**config.mk**
```make
export PLATFORM = sky130hd
export DESIGN_NAME = crc_control
export DESIGN_NICKNAME = d
export VERILOG_FILES = /design/src/rtl/crc_control_pkg.sv /design/src/rtl/crc_control.sv
export SDC_FILE = /design/constraint.sdc
export NUM_CORES = 1
export LEC_CHECK = 0
export ABC_AREA = 0
export CAP_MARGIN = 20
export CORE_AREA = 2 2 39 41
export CTS_CLUSTER_DIAMETER = 60
export DETAILED_ROUTE_END_ITERATION = 16
export DIE_AREA = 0 0 41 43
export PLACE_DENSITY_LB_ADDON = 0.05
export SETUP_SLACK_MARGIN = 0.05
export SLEW_MARGIN = 20
export SYNTH_ARGS = -nofsm -noshare
export SYNTH_HDL_FRONTEND = slang
export SYNTH_SLANG_ARGS = --single-unit
```
**constraint.sdc**
```tcl
create_clock -name clk -period 2 [get_ports clk]
set_input_delay 0.4 -clock clk [delete_from_list [all_inputs] [get_ports clk]]
set_output_delay 0.4 -clock clk [all_outputs]
set_load 0.01 [all_outputs]
```
**src/rtl/crc_control_pkg.sv**
```systemverilog
// rtl/crc_control_pkg.sv - shared encodings for the CRC sequencing controller
package crc_control_pkg;

    typedef enum logic [2:0] {
        ST_IDLE  = 3'd0,
        ST_BYTE0 = 3'd1,
        ST_BYTE1 = 3'd2,
        ST_BYTE2 = 3'd3,
        ST_BYTE3 = 3'd4
    } state_t;

    localparam logic [1:0] SIZE_BYTE = 2'b00;
    localparam logic [1:0] SIZE_HALF = 2'b01;
    localparam logic [1:0] SIZE_WORD = 2'b10;

    localparam logic [1:0] BYTE_0 = 2'd0;
    localparam logic [1:0] BYTE_1 = 2'd1;
    localparam logic [1:0] BYTE_2 = 2'd2;
    localparam logic [1:0] BYTE_3 = 2'd3;

endpackage

```
**src/rtl/crc_control.sv**
```systemverilog
// rtl/crc_control.sv - byte-stepping sequencer and bus stall logic for the CRC datapath
module crc_control
    import crc_control_pkg::*;
(
    input  logic       clk,
    input  logic       rst,
    input  logic       dr_wr,
    input  logic [1:0] dr_size,
    input  logic       dr_rd,
    input  logic       init_wr,
    input  logic       poly_wr,
    input  logic       cr_reset,
    input  logic [1:0] size_out,
    output logic       bus_wait,
    output logic       busy,
    output logic       buffer_en,
    output logic       byte_en,
    output logic [1:0] byte_sel,
    output logic       bypass_byte0,
    output logic       bypass_size,
    output logic       crc_out_en,
    output logic       set_crc_init_sel,
    output logic       clear_crc_init_sel,
    output logic       buffer_rst,
    output logic       crc_init_en,
    output logic       crc_poly_en
);

    state_t state, state_nxt;
    logic   buf_full, buf_full_nxt;
    logic   acc;
    state_t end_state;

    always_ff @(posedge clk or posedge rst) begin
        if (rst) begin
            state    <= ST_IDLE;
            buf_full <= 1'b0;
        end else begin
            state    <= state_nxt;
            buf_full <= buf_full_nxt;
        end
    end

    // dr_size is consumed by the datapath buffer; only the accept decision lives here
    always_comb begin
        busy         = (state != ST_IDLE) || buf_full;
        byte_en      = (state == ST_BYTE0);
        acc          = dr_wr && !cr_reset && (!buf_full || byte_en);
        buffer_en    = acc;
        buf_full_nxt = cr_reset ? 1'b0 : (acc || (buf_full && !byte_en));
        end_state    = buf_full_nxt ? ST_BYTE0 : ST_IDLE;

        crc_init_en        = init_wr && !busy && !cr_reset;
        crc_poly_en        = poly_wr && !busy;
        clear_crc_init_sel = cr_reset || crc_init_en;
        buffer_rst         = cr_reset;
        bus_wait           = (dr_wr && !acc) || ((init_wr || poly_wr || dr_rd) && busy)
                             || (init_wr && cr_reset);
    end

    always_comb begin
        state_nxt        = state;
        byte_sel         = BYTE_0;
        bypass_byte0     = 1'b0;
        bypass_size      = 1'b0;
        crc_out_en       = 1'b0;
        set_crc_init_sel = 1'b0;
        unique case (state)
            ST_IDLE: begin
                // Jump straight on the accept edge so BYTE0 follows the write by one cycle
                state_nxt = end_state;
            end
            ST_BYTE0: begin
                byte_sel         = BYTE_0;
                bypass_byte0     = 1'b1;
                bypass_size      = 1'b1;
                crc_out_en       = 1'b1;
                set_crc_init_sel = 1'b1;
                state_nxt        = (size_out == SIZE_BYTE) ? end_state : ST_BYTE1;
            end
            ST_BYTE1: begin
                byte_sel   = BYTE_1;
                crc_out_en = 1'b1;
                state_nxt  = (size_out == SIZE_HALF) ? end_state : ST_BYTE2;
            end
            ST_BYTE2: begin
                byte_sel   = BYTE_2;
                crc_out_en = 1'b1;
                state_nxt  = ST_BYTE3;
            end
            ST_BYTE3: begin
                byte_sel   = BYTE_3;
                crc_out_en = 1'b1;
                state_nxt  = end_state;
            end
            default: state_nxt = ST_IDLE;
        endcase
        if (cr_reset) state_nxt = ST_IDLE;
    end

endmodule

```
# --- After elaboration in Yosys (flattened, before gate mapping) ---
# Index checks and enable logic that the tools add are counted.
op_classes:
  eq_ne: 5
  muxes: 9
  reduce_logical: 27
ops:
  columns: ["cell", "count"]
  rows:
  - ["$pmux W3 S4", 1]
  - ["$logic_and A1 B1 Y1", 9]
  - ["$logic_or A1 B1 Y1", 8]
  - ["$eq A3 B2 Y1 const B", 2]
  - ["$pmux W2 S3", 1]
  - ["$logic_not A1 Y1", 5]
  - ["$mux W1", 4]
  - ["$mux W2", 2]
  - ["$reduce_or A4 Y1", 1]
  - ["$eq A3 B1 Y1 const B", 1]
  - ["$eq A3 B3 Y1 const B", 1]
  - ["$logic_not A3 Y1", 1]
  - ["$mux W3", 1]
  - ["$reduce_bool A3 Y1", 1]
  - ["$eq A2 B1 Y1 const B", 1]
  - ["$logic_not A2 Y1", 1]
  - ["$reduce_or A2 Y1", 1]
word_totals:
  ff_bits: 4
  output_inout_bits: 14

# --- Logic depth before layout (Yosys ltp) ---
depth:
  depth_word: 9
  depth_mapped: 5
  mapped_depth_nobuf: 4

# --- Least setup slack after synthesis ---
# Ideal clock, no wire load.
synth_path:
  path_type: "reg2out"
  startpoint: "reg state[2]"
  endpoint: "out buffer_en"
  arrival_ns: 1.227
  slack_ns: 0.373
  path_stages_with_launch: 5
  n_path_buf: 1
  cell_sequence: "dfrtp_1 > buf_4 > or3b_4 > a21oi_2 > and2_1"
synth_via:
  elab_chain_cells: 3
synth_lines:
  columns: ["element", "line_no", "text"]
  rows:
  - ["start: declaration", "crc_control.sv:29", "state_t state, state_nxt;"]
  - ["start signal: assignment", "crc_control.sv:39", "state <= state_nxt;"]
  - ["$eq A3 B1 Y1", "crc_control.sv:47", "byte_en = (state == ST_BYTE0);"]
  - ["$logic_or A1 B1 Y1", "crc_control.sv:48", "acc = dr_wr && !cr_reset && (!buf_full || byte_en);"]
  - ["$logic_and A1 B1 Y1", "crc_control.sv:48", null]
  - ["end: declaration", "crc_control.sv:16", "output logic buffer_en,"]
# No other way between the ends.

# --- Worst setup path in the final report ---
layout_path:
  startpoint: "reg state[2]"
  endpoint: "out byte_en"
layout_via:
  elab_chain_cells: 1
layout_lines:
  columns: ["element", "line_no", "text"]
  rows:
  - ["$eq A3 B1 Y1", "crc_control.sv:47", null]
  - ["end: declaration", "crc_control.sv:17", "output logic byte_en,"]
# No other way between the ends.

==> impl_metrics.csv <==
group,metric,value,unit
final_layout,final-instance-count-excl-fill,88,
die,dieArea,1760,um^2
setup_path,worst-setup-path-type,"reg -> out",
die,design.portCount,25,
placement,dp_hpwl,712,um
run_status,run_status,"completed",
final_layout,finalCoreUtilization,0.444,
final_layout,area_growth_syn_to_layout,71.7,%
logic_synthesis,synth.yosys.seq_area_share,0.280,
routing,first_pass_iters,2,
final_layout,register_area,100,um^2
routing,route.final.wire_length,855,um
timing,final_worst_slack,73.4,ps
timing,finalHoldViolCount,0,
die,initial_core_util,0.259,
setup_path,worst-endpoint-required,1600,ps
final_layout,drive_above_1_share,0.292,
grt,first_global_vias,332,
logic_synthesis,synthesis.area,358,um^2
placement,gp_routability_congestion,0.657,
grt,global_route.usage.total,0.110,
grt,grt_max_degree,9,
die,die-width,41,um
placement,port_buffers,22,
cts,clock_insertion_delay_worst_skew,230,ps
final_layout,top_library_cells_by_usage_in_the_layout_fill_and_taps_aside,"8 x sky130_fd_sc_hd__clkdlybuf4s50_1, 7 x sky130_fd_sc_hd__dlygate4sd2_1, 7 x sky130_fd_sc_hd__buf_4",
setup_path,crit_arrival,1530,ps
worst_hold_path,hold_class,"in -> async",
logic_synthesis,postSynthNetCount,58,
timing,final_max_slew_viol_count,0,
die,fp.coreArea,1380,um^2
logic_synthesis,ys.warnings.count,0,
logic_synthesis,synthesis.area_per_instance,7.61,um^2
die,dieHeight,43,um
routing,drc,0,
setup_path,worst-path-max-fanout,4,
cts,postCtsSetupRepairBufs,0,
placement,dp.cells,85,
cts,cts_hold_buf,0,
timing,timing.clock.skew,6.83,ps
routing,drt-wirelength-per-cell,9.72,um
grt,grt_overflow,0,
timing,setup_viol_count_final,0,
cts,clock_sinks,4,
timing,worst-slew-pin-transition,235,ps
power_and_ir_drop,p_per_area,545,nW/um^2
routing,route.top_layer_used,"met3",
timing,fmax,0.519,GHz
job,drv.max_cap_violation_count,0,
routing,detailroute.via_count,386,
routing,wl_met2,417,um
final_layout,final_net_count,85,
timing,rsz0062_at_grt,"true",
routing,wirelength_met1,356,um
logic_synthesis,yosys_register_bits,4,
setup_path,start_kind,"register",
cts,clock_tree.root_cell,"sky130_fd_sc_hd__clkbuf_4",
final_layout,multiInputGateArea,206,um^2
logic_synthesis,syn-instance-count,47,
cts,clk_transition_reported_paths,40,ps
final_layout,n_antenna_cell,0,
routing,drt_iter0_markers,2,
timing,setup-tns-final,0,ps
routing,final_antenna_net_count,0,
timing,final_worst_path_period_share,0.963,
cts,cts_buffers,3,
grt,grt_antenna_before_repair,0,
final_layout,fillerInstances,156,
cts,clock_path_buffers,2,
setup_path,end_kind,"primary output",
power_and_ir_drop,peakVddDrop,447,uV
power_and_ir_drop,p_leak,0.304,nW
routing,detail_route.vias_per_cell,4.39,
die,core.rowCount,14,
logic_synthesis,synth.lib_cells_used.distinct,23,
grt,grt_first_pass_wirelength,1.30,mm
cts,ctsHtreeMaxLevel,1,
final_layout,final_common_cell,"sky130_fd_sc_hd__clkdlybuf4s50_1",
cts,tritoncts_clock_tree,"yes",
placement,placement.setup.worst_slack,-225,ps
routing,met3_length,82,um
timing,layout_min_cycle_time,1930,ps
timing,rel_slew_slack,0.842,
state kept, by name, indices dropped and copies added (netlist names):
signal,flops
buf_full,1
state,3
logic make-up after synthesis:
| logic type | count (synthesis) | share of synthesized area |
|---|---|---|
| simple gates | 21 | 0.329 |
| buf+inv | 12 | 0.185 |
| compound gates | 8 | 0.157 |
| flops | 4 | 0.280 |
| xor+xnor | 2 | 0.0490 |
layout make-up:
| class | count | area share |
|---|---|---|
| Timing Repair Buffer | 29 | 0.401 |
| Inverter | 5 | 0.0305 |
| Sequential cell | 4 | 0.163 |
| Tap cell | 16 | 0.0326 |
| Clock buffer | 3 | 0.0367 |
| Multi-Input combinational cell | 31 | 0.336 |
path summary, 6_finish.rpt:
kind	start	to	slack [ps]	depth (start not counted)
min in group clk	state[2]	state[1]	690	2
max in group asynchronous	rst	state[2]	1500	2
worst min register to register	state[2]	state[1]	690	2
worst max register to register	state[2]	state[0]	680	4
worst max-delay path	state[2]	byte_en	70	4
worst min-delay path	rst	state[1]	350	2
what timing repair did:
item                       in CTS  in global routing
pin swaps                       1                  0
resized for setup              23                  5
setup endpoints to repair      13                  6
Yosys cell counts, drive strengths merged:
cell	number	area, um^2
buf	6	42.5
nor2	6	22.5
inv	5	18.8
dfrtp	4	100
a21oi	3	22.5
nand2	3	11.3
a211oi	2	15.0
and2	2	12.5
nand2b	2	12.5
nor3	2	10.0
nor4	2	18.8
xnor2	2	17.5
clkbuf	1	5.00
nand3	1	5.00
nand3b	1	7.51
o211ai	1	7.51
o21ai	1	5.00
o22ai	1	6.26
or2	1	6.26
or3b	1	11.3
routing by layer:
layer / up-vias / track usage
li1: 201 / -
met3: 0 / 0.0419
met4: 0 / 0.0600
met5: - / 0
met1: 172 / 0.141
met2: 13 / 0.153
stage by stage:
stage	total power, mW	cell area [um^2]	hold slack, ps
floorplan	0.174	358	166
global placement	0.256	603	596
detailed placement	0.255	603	595
CTS	0.345	626	348
global route	0.359	614	378
finish	0.335	614	347
critical path, cell delays in order (launching register included):
cell and delay (ps):
sky130_fd_sc_hd__dfrtp_1 410, sky130_fd_sc_hd__or3b_4 410, sky130_fd_sc_hd__buf_4 150, sky130_fd_sc_hd__inv_1 90, sky130_fd_sc_hd__clkdlybuf4s15_1 240
where the power goes:
| group | internal [mW] | leakage (nW) | switching [mW] |
|---|---|---|---|
| logic | 0.0788 | 0.237 | 0.0659 |
| registers | 0.0869 | 0.0527 | 0.00678 |
| clock network | 0.0669 | 0.0138 | 0.0295 |
Power figures use the tool's default switching activity.
